===== src/rtl/bt_arb_pkg.sv =====
// bt_arb_pkg: shared definitions for the Bluetooth UART transmit arbiter.
//   - arb_state_e            : arbiter FSM state encoding (idle / issue / wait)
//   - N_REQ_DEFAULT          : default number of requesters
//   - TIMEOUT_CYCLES_DEFAULT : default tx_done watchdog limit in clk cycles
//   - BYTE_W                 : width of one transmitted byte
package bt_arb_pkg;

    localparam int unsigned N_REQ_DEFAULT          = 2;
    localparam int unsigned TIMEOUT_CYCLES_DEFAULT = 200000;
    localparam int unsigned BYTE_W                 = 8;

    typedef enum logic [1:0] {
        StIdle  = 2'd0,
        StIssue = 2'd1,
        StWait  = 2'd2
    } arb_state_e;

endpackage


===== src/rtl/rr_pick.sv =====
// rr_pick: combinational round-robin picker.
// Chooses the first set bit of mask at or after ptr+1, wrapping modulo N.
// Ports:
//   mask  in  N   candidate requesters
//   ptr   in  IW  index that was served last
//   grant out IW  chosen index (only meaningful when valid)
//   valid out 1   at least one candidate present
module rr_pick #(
    parameter int unsigned N  = 2,
    parameter int unsigned IW = $clog2(N)
) (
    input  logic [N-1:0]  mask,
    input  logic [IW-1:0] ptr,
    output logic [IW-1:0] grant,
    output logic          valid
);

    always_comb begin
        logic [IW-1:0] cand;
        cand  = '0;
        grant = ptr;
        valid = 1'b0;
        // Scan from the farthest candidate back to the nearest so the nearest wins.
        for (int k = int'(N); k >= 1; k--) begin
            cand = IW'((int'(ptr) + k) % int'(N));
            if (mask[cand]) begin
                grant = cand;
                valid = 1'b1;
            end
        end
    end

endmodule


===== src/rtl/bt_tx_arbiter.sv =====
// bt_tx_arbiter: shares one byte-at-a-time UART transmitter between N_REQ requesters.
// Each requester queues one byte; grants are round-robin, and a multi-byte frame keeps
// the grant (lock) until its last byte has been sent.
// Optional build macro: BT_ARB_TIMEOUT_EN adds a tx_done watchdog that aborts a stuck
// byte (req_done + req_err) and releases a lock whose owner has gone quiet. Without it
// no counter exists and req_err is tied low.
// Ports:
//   clk, rst   synchronous active-high reset
//   req_start  per-requester byte-valid pulse; req_data byte i at [8i+7:8i]; req_last
//   req_done   per-requester completion pulse; req_err marks an aborted byte
//   tx_start   pulse to the transmitter; tx_data held until tx_done
//   tx_done    transmitter completion pulse
//   busy       high while a byte is being issued or awaited
module bt_tx_arbiter
    import bt_arb_pkg::*;
#(
    parameter int unsigned N_REQ          = N_REQ_DEFAULT,
    parameter int unsigned TIMEOUT_CYCLES = TIMEOUT_CYCLES_DEFAULT
) (
    input  logic                    clk,
    input  logic                    rst,
    input  logic [N_REQ-1:0]        req_start,
    input  logic [BYTE_W*N_REQ-1:0] req_data,
    input  logic [N_REQ-1:0]        req_last,
    output logic [N_REQ-1:0]        req_done,
    output logic [N_REQ-1:0]        req_err,
    output logic                    tx_start,
    output logic [BYTE_W-1:0]       tx_data,
    input  logic                    tx_done,
    output logic                    busy
);

    localparam int unsigned IW = $clog2(N_REQ);

    arb_state_e        state_q, state_d;
    logic [N_REQ-1:0]  pend_q, pend_d;
    logic [N_REQ-1:0]  plast_q, plast_d;
    logic [BYTE_W-1:0] pdata_q [N_REQ];
    logic [BYTE_W-1:0] pdata_d [N_REQ];
    logic [IW-1:0]     owner_q, owner_d;
    logic [IW-1:0]     rr_ptr_q, rr_ptr_d;
    logic              lock_q, lock_d;
    logic              cur_last_q, cur_last_d;
    logic [BYTE_W-1:0] tx_data_q, tx_data_d;
    logic [N_REQ-1:0]  req_done_q, req_done_d;

    logic [N_REQ-1:0]  eligible;
    logic [IW-1:0]     pick_idx;
    logic              pick_valid;

`ifdef BT_ARB_TIMEOUT_EN
    localparam int unsigned     CNT_W   = $clog2(TIMEOUT_CYCLES);
    localparam logic [CNT_W-1:0] CNT_MAX = CNT_W'(TIMEOUT_CYCLES - 1);

    logic [CNT_W-1:0] cnt_q, cnt_d;
    logic [N_REQ-1:0] req_err_q, req_err_d;
`else
    logic unused_timeout_cfg;
    assign unused_timeout_cfg = ^TIMEOUT_CYCLES;
`endif

    // While locked only the frame owner may be granted.
    assign eligible = lock_q ? (pend_q & (N_REQ'(1) << owner_q)) : pend_q;

    rr_pick #(
        .N  (N_REQ),
        .IW (IW)
    ) u_rr_pick (
        .mask  (eligible),
        .ptr   (rr_ptr_q),
        .grant (pick_idx),
        .valid (pick_valid)
    );

    always_comb begin
        state_d    = state_q;
        pend_d     = pend_q;
        plast_d    = plast_q;
        pdata_d    = pdata_q;
        owner_d    = owner_q;
        rr_ptr_d   = rr_ptr_q;
        lock_d     = lock_q;
        cur_last_d = cur_last_q;
        tx_data_d  = tx_data_q;
        req_done_d = '0;
`ifdef BT_ARB_TIMEOUT_EN
        cnt_d      = '0;
        req_err_d  = '0;
`endif

        // A start while the slot is occupied is dropped; the first byte is kept.
        for (int i = 0; i < int'(N_REQ); i++) begin
            if (req_start[i] && !pend_q[i]) begin
                pend_d[i]  = 1'b1;
                pdata_d[i] = req_data[BYTE_W*i +: BYTE_W];
                plast_d[i] = req_last[i];
            end
        end

        case (state_q)
            StIdle: begin
                if (pick_valid) begin
                    owner_d          = pick_idx;
                    tx_data_d        = pdata_q[pick_idx];
                    cur_last_d       = plast_q[pick_idx];
                    pend_d[pick_idx] = 1'b0;
                    state_d          = StIssue;
                end
`ifdef BT_ARB_TIMEOUT_EN
                else if (lock_q) begin
                    // Owner went quiet mid-frame: release the others eventually.
                    if (cnt_q == CNT_MAX) begin
                        lock_d = 1'b0;
                    end else begin
                        cnt_d = cnt_q + 1'b1;
                    end
                end
`endif
            end
            StIssue: begin
                state_d = StWait;
            end
            StWait: begin
                if (tx_done) begin
                    req_done_d[owner_q] = 1'b1;
                    rr_ptr_d            = owner_q;
                    lock_d              = !cur_last_q;
                    state_d             = StIdle;
                end
`ifdef BT_ARB_TIMEOUT_EN
                else if (cnt_q == CNT_MAX) begin
                    req_done_d[owner_q] = 1'b1;
                    req_err_d[owner_q]  = 1'b1;
                    rr_ptr_d            = owner_q;
                    lock_d              = 1'b0;
                    state_d             = StIdle;
                end else begin
                    cnt_d = cnt_q + 1'b1;
                end
`endif
            end
            default: begin
                state_d = StIdle;
            end
        endcase
    end

    always_ff @(posedge clk) begin
        if (rst) begin
            state_q    <= StIdle;
            pend_q     <= '0;
            owner_q    <= '0;
            rr_ptr_q   <= IW'(N_REQ - 1);
            lock_q     <= 1'b0;
            tx_data_q  <= '0;
            req_done_q <= '0;
        end else begin
            state_q    <= state_d;
            pend_q     <= pend_d;
            owner_q    <= owner_d;
            rr_ptr_q   <= rr_ptr_d;
            lock_q     <= lock_d;
            tx_data_q  <= tx_data_d;
            req_done_q <= req_done_d;
        end
    end

    // Payload storage is qualified by pend/state, so it needs no reset.
    always_ff @(posedge clk) begin
        pdata_q    <= pdata_d;
        plast_q    <= plast_d;
        cur_last_q <= cur_last_d;
    end

`ifdef BT_ARB_TIMEOUT_EN
    always_ff @(posedge clk) begin
        if (rst) begin
            cnt_q     <= '0;
            req_err_q <= '0;
        end else begin
            cnt_q     <= cnt_d;
            req_err_q <= req_err_d;
        end
    end

    assign req_err = req_err_q;
`else
    assign req_err = '0;
`endif

    assign tx_start = (state_q == StIssue);
    assign busy     = (state_q != StIdle);
    assign tx_data  = tx_data_q;
    assign req_done = req_done_q;

endmodule


===== config.mk =====
export PLATFORM = sky130hd
export DESIGN_NAME = bt_tx_arbiter
export DESIGN_NICKNAME = d
export VERILOG_FILES = /design/src/rtl/bt_arb_pkg.sv /design/src/rtl/rr_pick.sv /design/src/rtl/bt_tx_arbiter.sv
export SDC_FILE = /design/constraint.sdc
export NUM_CORES = 1
export LEC_CHECK = 0
export CAP_MARGIN = 30
export CORE_MARGIN = 2
export CORE_UTILIZATION = 47
export CTS_CLUSTER_SIZE = 28
export DETAILED_ROUTE_END_ITERATION = 6
export PLACE_DENSITY_LB_ADDON = 0.3
export SYNTH_ARGS = -nofsm -noshare
export SYNTH_HDL_FRONTEND = slang
export SYNTH_HIERARCHICAL = 1
export SYNTH_SLANG_ARGS = --single-unit

===== constraint.sdc =====
create_clock -name clk -period 2.2 [get_ports clk]
set_input_delay 0.22 -clock clk [delete_from_list [all_inputs] [get_ports clk]]
set_output_delay 0.22 -clock clk [all_outputs]
set_load 0.05 [all_outputs]

==> run metrics <==
clock root cell clkbuf_4; First-pass DRT Iterations 4; Final Max Tran Viols 0; Die Y approximately 58 um; site row count 19; leak pwr 0.685 nW; area of the multi-input gates 404 um^2; Worst Hold Class in -> reg; Clk Latency, worst-skew pair 320 ps; Critical Path Sink Type output port; WL final 2200 um; Seq/Total Area, Yosys 0.665; WHS ~450 ps; R2R Setup Slk roughly 510 ps; Cell Area, Placed about 0.0017 mm^2; synthesized area 0.00137 mm^2; DR WL/cell ~13 um; Antenna diodes 0; Worst-path clk slew 110 ps; Post-CTS Resized 0; Hold Buf Count CTS 0; reg2reg start owner_q; CTS HTree Levels 2; die area about 0.0034 mm^2; startpoint types flop; GP Congestion 0.724; crit path kind reg -> out; final worst-path setup slack approximately 260 ps; vias in the first global route 876; Area Growth Syn to Fin 31.6%; Setup violations, final 0; Cells after Synth between 90 and 100; post-CTS setup buffer count 0; Worst Path Required around 2000 ps; commonest cells after routing, fill and taps aside clkdlybuf4s50_1, edfxtp_1, dfxtp_1; pre-CTS setup slack about 530 ps; Final Hold Viols 0; Worst Setup EP tx_start; Max Cap Viol 0; peak supply drop 572 uV; total number of vias a little over 800; Relative slew margins 0.638; Synth Area per Inst about 14 um^2; NumNets Final around 160; Initial DRC Count 22; I/O pin count 37; Max Fclk ~520 MHz; CP startpoint state_q[0]; period utilization 0.881; antenna violations before repair 0; global-route wire length before repair between 3000 and 4000 um; outcome completed; Final ANT Viol Nets 0; Pwr per Cell Area approximately 870 mW/mm^2; Port Buffers 34; R2R cell count 6; core area approximately 0.0028 mm^2; DPL Wire Length about 1600 um; register area 911 um^2; minimum clock period 1940 ps; DRC viols 0; TritonCTS buffer count 5; Worst Tran Pin Value roughly 540 ps; CTS Buffer Depth 2; setup TNS 0 ps; CTS tree yes; Starting Density 0.497; Filler cells 219; via/cell ratio roughly 4.8; Max FO, Critical Path 5; total global routing overflow 0; unrepaired setup endpoints after global routing false; skew final around 9.2 ps; Tot GR Track Use 0.150; design area ~0.0018 mm^2; commonest non-fill, non-tap cell in the layout clkdlybuf4s50_1; Yosys cell types 23; synth warn 6; clk sinks 36; Die W between 50 and 60 um; largest net degree at the start of global routing 22; critical path data arrival time 1720 ps; Seq cells post-synth 36; R2R Path End cur_last_q; layout cells sized above 1 0.191
-- routing by layer --
| metal | up-vias | GRT usage | part of all wire |
|---|---|---|---|
| li1 | 429 | - | - |
| met4 | 0 | 0.0598 | 0.0077 |
| met3 | 2 | 0.0513 | 0.057 |
| met5 | - | 0 | 0 |
| met2 | 25 | 0.278 | 0.54 |
| met1 | 375 | 0.154 | 0.39 |
-- worst min-delay path by stage --
stage | start | to | cells past startpoint
detailed placement | lock_q | lock_q | 2
global route | req_data[8] | pdata_q[0] | 1
floorplan | req_data[8] | pdata_q[0] | 0
CTS | req_last[0] | plast_q[0] | 1
finish | req_data[8] | pdata_q[0] | 1
global placement | lock_q | lock_q | 2
-- state kept, by name, indices dropped and copies added (netlist names) --
register and cells:
state_q 2, tx_data 8, pdata_q 16, lock_q 1, cur_last_q 1, plast_q 2, owner_q 1, pend_q 2
rr_ptr_q 1, req_done 2
-- critical path, cell delays in order, from the launching register on --
cell and delay, ps:
dfxtp_1 430, and2b_2 180, clkdlybuf4s50_1 790
-- kinds of logic after synthesis --
| logic type | count (synthesis) | share of synthesized area |
|---|---|---|
| AOI/OAI and AO/OA | 15 | 0.106 |
| buffers and inverters | 9 | 0.0429 |
| and+or+nand+nor | 28 | 0.110 |
| muxes | 10 | 0.0740 |
| other | 1 | 0.00274 |
| DFF | 36 | 0.665 |
-- where the power goes --
group	switching (mW)	leakage [nW]	internal, mW
Sequential	0.0311	0.322	0.779
Clock	0.209	0.0349	0.123
Combinational	0.249	0.329	0.175
Total	0.489	0.685	1.08
-- synthesized netlist by cell type --
library cell | instances | share of area
nor2_1 | 15 | 0.041
or2_2 | 2 | 0.0091
dfxtp_1 | 17 | 0.25
nor2b_1 | 3 | 0.014
nand3b_1 | 1 | 0.0055
inv_1 | 2 | 0.0055
edfxtp_1 | 19 | 0.42
nor3_1 | 2 | 0.0073
a21boi_0 | 2 | 0.011
a211oi_2 | 8 | 0.073
conb_1 | 1 | 0.0027
buf_6 | 1 | 0.0082
nand2_1 | 1 | 0.0027
mux2i_1 | 9 | 0.066
nor3b_1 | 1 | 0.0055
a21oi_1 | 3 | 0.011
nor3b_4 | 1 | 0.014
or2_1 | 1 | 0.0046
and2b_2 | 1 | 0.0064
buf_4 | 4 | 0.022
mux2_2 | 1 | 0.0082
buf_2 | 2 | 0.0073
a211oi_1 | 2 | 0.011
-- through the flow --
stage / power (mW) / util / instances
after global placement: 1.24 / 0.633 / 164
after CTS: 1.58 / 0.654 / 172
after floorplan: 1.12 / - / 100
final: 1.57 / 0.654 / 172
after detailed placement: 1.25 / 0.633 / 164
after global routing: 1.64 / 0.654 / 172
-- area by class of cell --
| class | count | area share |
|---|---|---|
| Clock inverter | 3 | 0.0104 |
| Tap cell | 31 | 0.0215 |
| Timing Repair Buffer | 40 | 0.214 |
| Multi-Input combinational cell | 55 | 0.224 |
| Sequential cell | 36 | 0.505 |
| Clock buffer | 5 | 0.0208 |
| Inverter | 2 | 0.00416 |
No activity file was read; power rests on OpenSTA's default activity.
